==> config.mk <==
export PLATFORM = sky130hd
export DESIGN_NAME = spi_master_engine
export DESIGN_NICKNAME = d
export VERILOG_FILES = /design/src/rtl/spi_master_engine.sv
export SDC_FILE = /design/constraint.sdc
export NUM_CORES = 1
export LEC_CHECK = 0
export CAP_MARGIN = 20
export CORE_ASPECT_RATIO = 2
export CORE_UTILIZATION = 34
export DETAILED_ROUTE_END_ITERATION = 8
export GPL_TIMING_DRIVEN = 0
export PLACE_DENSITY = 0.64
export SKIP_CTS_REPAIR_TIMING = 1
export SYNTH_ARGS = -nofsm -noshare
export SYNTH_HDL_FRONTEND = slang
export SYNTH_SLANG_ARGS = --single-unit
==> constraint.sdc <==
create_clock -name clk -period 2.3 [get_ports clk]
set_input_delay 0.23 -clock clk [delete_from_list [all_inputs] [get_ports clk]]
set_output_delay 0.23 -clock clk [all_outputs]
set_load 0.02 [all_outputs]
==> src/rtl/spi_master_engine.sv <==
// Mode-0, MSB-first SPI master: one word per valid/ready handshake, received
// word reported with a one-cycle strobe. Drives mosi/mosi_oe only inside a frame.
module spi_master_engine #(
   parameter int unsigned WIDTH   = 8,
   parameter int unsigned CLK_DIV = 4
) (
   input  logic             clk,
   input  logic             rst_n,
   input  logic             tx_valid,
   output logic             tx_ready,
   input  logic [WIDTH-1:0] tx_data,
   output logic             rx_valid,
   output logic [WIDTH-1:0] rx_data,
   output logic             busy,
   output logic             sclk,
   output logic             mosi,
   output logic             mosi_oe,
   input  logic             miso,
   output logic             cs_n
);

   localparam int unsigned DivW = (CLK_DIV > 1) ? $clog2(CLK_DIV) : 1;
   localparam int unsigned BitW = $clog2(WIDTH + 1);
   localparam logic [DivW-1:0] DivLast = DivW'(CLK_DIV - 1);
   localparam logic [BitW-1:0] BitLast = BitW'(WIDTH);

   typedef enum logic [1:0] {StIdle, StSetup, StXfer, StHold} state_e;

   state_e           state_q, state_d;
   logic [DivW-1:0]  div_q, div_d;
   logic [BitW-1:0]  bit_q, bit_d;
   logic [WIDTH-1:0] tx_sr_q, tx_sr_d;
   logic [WIDTH-1:0] rx_sr_q, rx_sr_d;
   logic [WIDTH-1:0] rx_data_q, rx_data_d;
   logic             sclk_q, sclk_d;
   logic             rx_valid_q, rx_valid_d;
   logic             div_wrap;

   assign div_wrap = (div_q == DivLast);

   always_comb begin
      state_d    = state_q;
      div_d      = div_q;
      bit_d      = bit_q;
      tx_sr_d    = tx_sr_q;
      rx_sr_d    = rx_sr_q;
      rx_data_d  = rx_data_q;
      sclk_d     = sclk_q;
      rx_valid_d = 1'b0;

      if (state_q != StIdle) begin
         div_d = div_wrap ? '0 : div_q + DivW'(1);
      end

      unique case (state_q)
         StIdle: begin
            if (tx_valid) begin
               state_d = StSetup;
               tx_sr_d = tx_data;
               rx_sr_d = '0;
               div_d   = '0;
               bit_d   = '0;
               sclk_d  = 1'b0;
            end
         end
         // The SETUP->XFER edge is also the first sclk rising edge.
         StSetup: begin
            if (div_wrap) begin
               state_d = StXfer;
               sclk_d  = 1'b1;
               rx_sr_d = {rx_sr_q[WIDTH-2:0], miso};
               bit_d   = bit_q + BitW'(1);
            end
         end
         StXfer: begin
            if (div_wrap) begin
               sclk_d = ~sclk_q;
               if (!sclk_q) begin
                  rx_sr_d = {rx_sr_q[WIDTH-2:0], miso};
                  bit_d   = bit_q + BitW'(1);
               end else if (bit_q == BitLast) begin
                  state_d = StHold;
               end else begin
                  tx_sr_d = tx_sr_q << 1;
               end
            end
         end
         StHold: begin
            if (div_wrap) begin
               state_d    = StIdle;
               rx_data_d  = rx_sr_q;
               rx_valid_d = 1'b1;
            end
         end
         default: state_d = StIdle;
      endcase
   end

   always_ff @(posedge clk or negedge rst_n) begin
      if (!rst_n) begin
         state_q    <= StIdle;
         div_q      <= '0;
         bit_q      <= '0;
         tx_sr_q    <= '0;
         rx_sr_q    <= '0;
         rx_data_q  <= '0;
         sclk_q     <= 1'b0;
         rx_valid_q <= 1'b0;
      end else begin
         state_q    <= state_d;
         div_q      <= div_d;
         bit_q      <= bit_d;
         tx_sr_q    <= tx_sr_d;
         rx_sr_q    <= rx_sr_d;
         rx_data_q  <= rx_data_d;
         sclk_q     <= sclk_d;
         rx_valid_q <= rx_valid_d;
      end
   end

   assign tx_ready = (state_q == StIdle);
   assign busy     = ~tx_ready;
   assign cs_n     = tx_ready;
   assign mosi_oe  = busy;
   assign mosi     = busy & tx_sr_q[WIDTH-1];
   assign sclk     = sclk_q;
   assign rx_valid = rx_valid_q;
   assign rx_data  = rx_data_q;

endmodule

==> qor.txt <==
Status - complete, but fails checks
Failing checks - negative hold slack
Final Wtd Congestion - 0.827
Starting DRT DRC Count - 13
Antenna Cells - 0
Top-count cell post-synth - dfrtp_1
Total grt overflow - 0
Die area - 0.00521 sq mm
FILL cells - 461
Setup_tns - 0 ns
Final Hold Violating Endpoints - 3
Synth Register Bits - 34
Clk network pwr share - 0.410
Later-pin clock latency in the skew report - 0.29 ns
# IOs - 27
Largest net degree at the start of global routing - 35
Post-synthesis mux area share - 0.179
Dpl hpwl - 2.31 mm
CP endpoint kind - register
Port Buffers - 26
Drt drc - 0
Synth-to-layout area growth - 25.0%
Yosys warnings - 0
CTS H-Tree Depth - 2
Crit path from - state_q[0]
Clk buf depth - 2
Router iterations before antenna repair - 4
Root Driver - clkbuf_8
Worst r2r src - state_q[0]
Synth Cell Area - 0.00167 sq mm
CTS buffer count - 5
Width of the die - 51.5 microns
Total Wirelength - 3.19 mm
Vias per cell - 4.95
Final Setup Violations - 0
Final Util - 0.450
Adder-Cell Fraction of Synth Area - 0.0675
Slew margin rel. - 0.501
Critical path required time - 2.47 ns
Max IR drop VDD - 0.000437 V
Power Dens Cells - 531 mW/mm^2
Leak pwr - 1.03 nW
Main combinational cell family by area after synthesis - multiplexers
Fin Clk Skew - 0.00773 ns
Unique masters post-synth - 30
Antenna Nets Post-Route - 0
Max-cap violations - 0
Unrepaired setup endpoints after global routing - no
Combinational Power Share - 0.039
Wire per inst - 13.8 microns
Vias post-DR - 1149
Synthesized instance count - 143
Clock slew at reported path FFs - 0.07 ns
Synth Area in Compound Gates - 0.0885
CP startpoint kind - register
Final min period - 2.19 ns
Part of the cycle the worst path needs - 0.954
Final Max Tran Viols - 0
Reg area - 851 sq um
Critical path data arrival time - 2.36 ns
Die Y - 101 microns
EDFF count, synth - 0
Net Switching - 0.238 mW
Initial antenna violation count - 0
Area leader, netlist - dfrtp_1
# nets final - 197
Gr usage total - 0.142
First-pass GRT wire length - 5.38 mm
Layout cell share with drive strength beyond 1 - 0.209
XOR/XNOR share of the synthesized area - 0
Area share of the largest cell type after synthesis - 0.510
Area of the core - 0.00464 sq mm
Worst Path Max Fanout - 9
Number of global-route vias before repair - 1200
Power, Total - 1.11 mW
Pint - 0.870 mW
Multi-input logic area - 739 sq um
CTS tree - yes
Async set or reset register ratio after synthesis - 1.00
Post-synth top flop - dfrtp_1
Initial core utilization - 0.360
Worst Hold Class - in -> async
Switching Share - 0.215
Net count after synthesis - 164
Clk sinks - 34
Slew @ Worst Pin - 0.748 ns
Leading cell types by count after synthesis - 34 x dfrtp_1, 22 x nand2_1, 15 x mux2_2
Seq/Total Area, Yosys - 0.510
Synthesized area per cell - 11.7 sq um
Max frequency - 456 MHz
Hold_ws - -0.00468 ns
Flop pwr share - 0.551
Worst Setup Path Type - reg -> reg
Simple-Gate Fraction of Synth Area - 0.108
Row count - 35
Synth top area cells - dfrtp_1 51%, mux2_2 10%, mux2_4 7.2%, ha_1 6.7%, nand2_1 4.9%
[final cells by class]
cell class                      count  share of cell area
Inverter                            8              0.0144
Clock buffer                        7              0.0414
Sequential cell                    34               0.408
Buffer                              7              0.0234
Tap cell                           55              0.0330
Clock inverter                      1             0.00240
Timing Repair Buffer               26               0.124
Multi-Input combinational cell     94               0.354
[critical path, cell delays in order, from the launching register on]
cell and delay (ns):
dfrtp_1 0.44, inv_1 0.11, ha_1 0.31, nor2b_1 0.20, or2_1 0.25, a211o_1 0.29
buf_6 0.16, mux2_4 0.30
[stage by stage]
stage / setup slack (ns) / instances / cell area, sq um
2_1_floorplan: 0.225 / 143 / 1670
3_3_place_gp: 0.179 / 224 / 2000
3_5_place_dp: 0.124 / 224 / 1990
4_1_cts: 0.0711 / 232 / 2080
5_1_grt: 0.0363 / 232 / 2090
6_report: 0.105 / 232 / 2090
[cells in the final DEF (no fill, tap or decap), types with 3 or more instances in the layout]
master,instances
mux2_2,15
nand2_1,22
clkbuf_8,6
nor2b_1,3
ha_1,9
clkbuf_1,4
nor2_1,3
mux2_4,8
dfrtp_1,34
inv_1,8
clkdlybuf4s50_1,24
o21ai_1,13
[flip-flops by register name, indices dropped and copies added (netlist names)]
signal / flops
sclk: 1
state_q: 2
div_q: 2
bit_q: 4
rx_valid: 1
rx_data: 8
tx_sr_q: 8
rx_sr_q: 8
[logic make-up (layout without fill, tap and decap cells)]
kind of cell	count (synthesis)	in the layout
compound gates	23	23
fa+ha+maj	9	9
buf+inv	15	49
flops	34	34
mux	24	24
simple gates	38	38
[worst paths after layout]
| check | end | slack (ns) | cells after the start |
|---|---|---|---|
| max | tx_sr_q[2] | 0.11 | 7 |
| min | rx_data[0] | -0.005 | 1 |
| max reg2reg | tx_sr_q[2] | 0.11 | 7 |
| min reg2reg | rx_sr_q[7] | 0.50 | 2 |
| max in group asynchronous | tx_sr_q[2] | 1.81 | 1 |
| min in group clk | rx_sr_q[0] | 0.48 | 3 |
[routing by layer]
metal	wire length, microns	track usage	vias up
li1	-	-	549
met1	1250	0.152	567
met2	1730	0.246	27
met3	139	0.0407	6
met4	74	0.0728	0
met5	0	0	-
[power groups by stage]
stage	registers (mW)	clock network [mW]	logic [mW]
2_1_floorplan	0.620	0	0.0117
3_3_place_gp	0.621	0	0.0443
3_5_place_dp	0.622	0	0.0450
4_1_cts	0.610	0.467	0.0452
5_1_grt	0.611	0.490	0.0501
6_report	0.610	0.454	0.0435
Power figures use the tool's default switching activity.
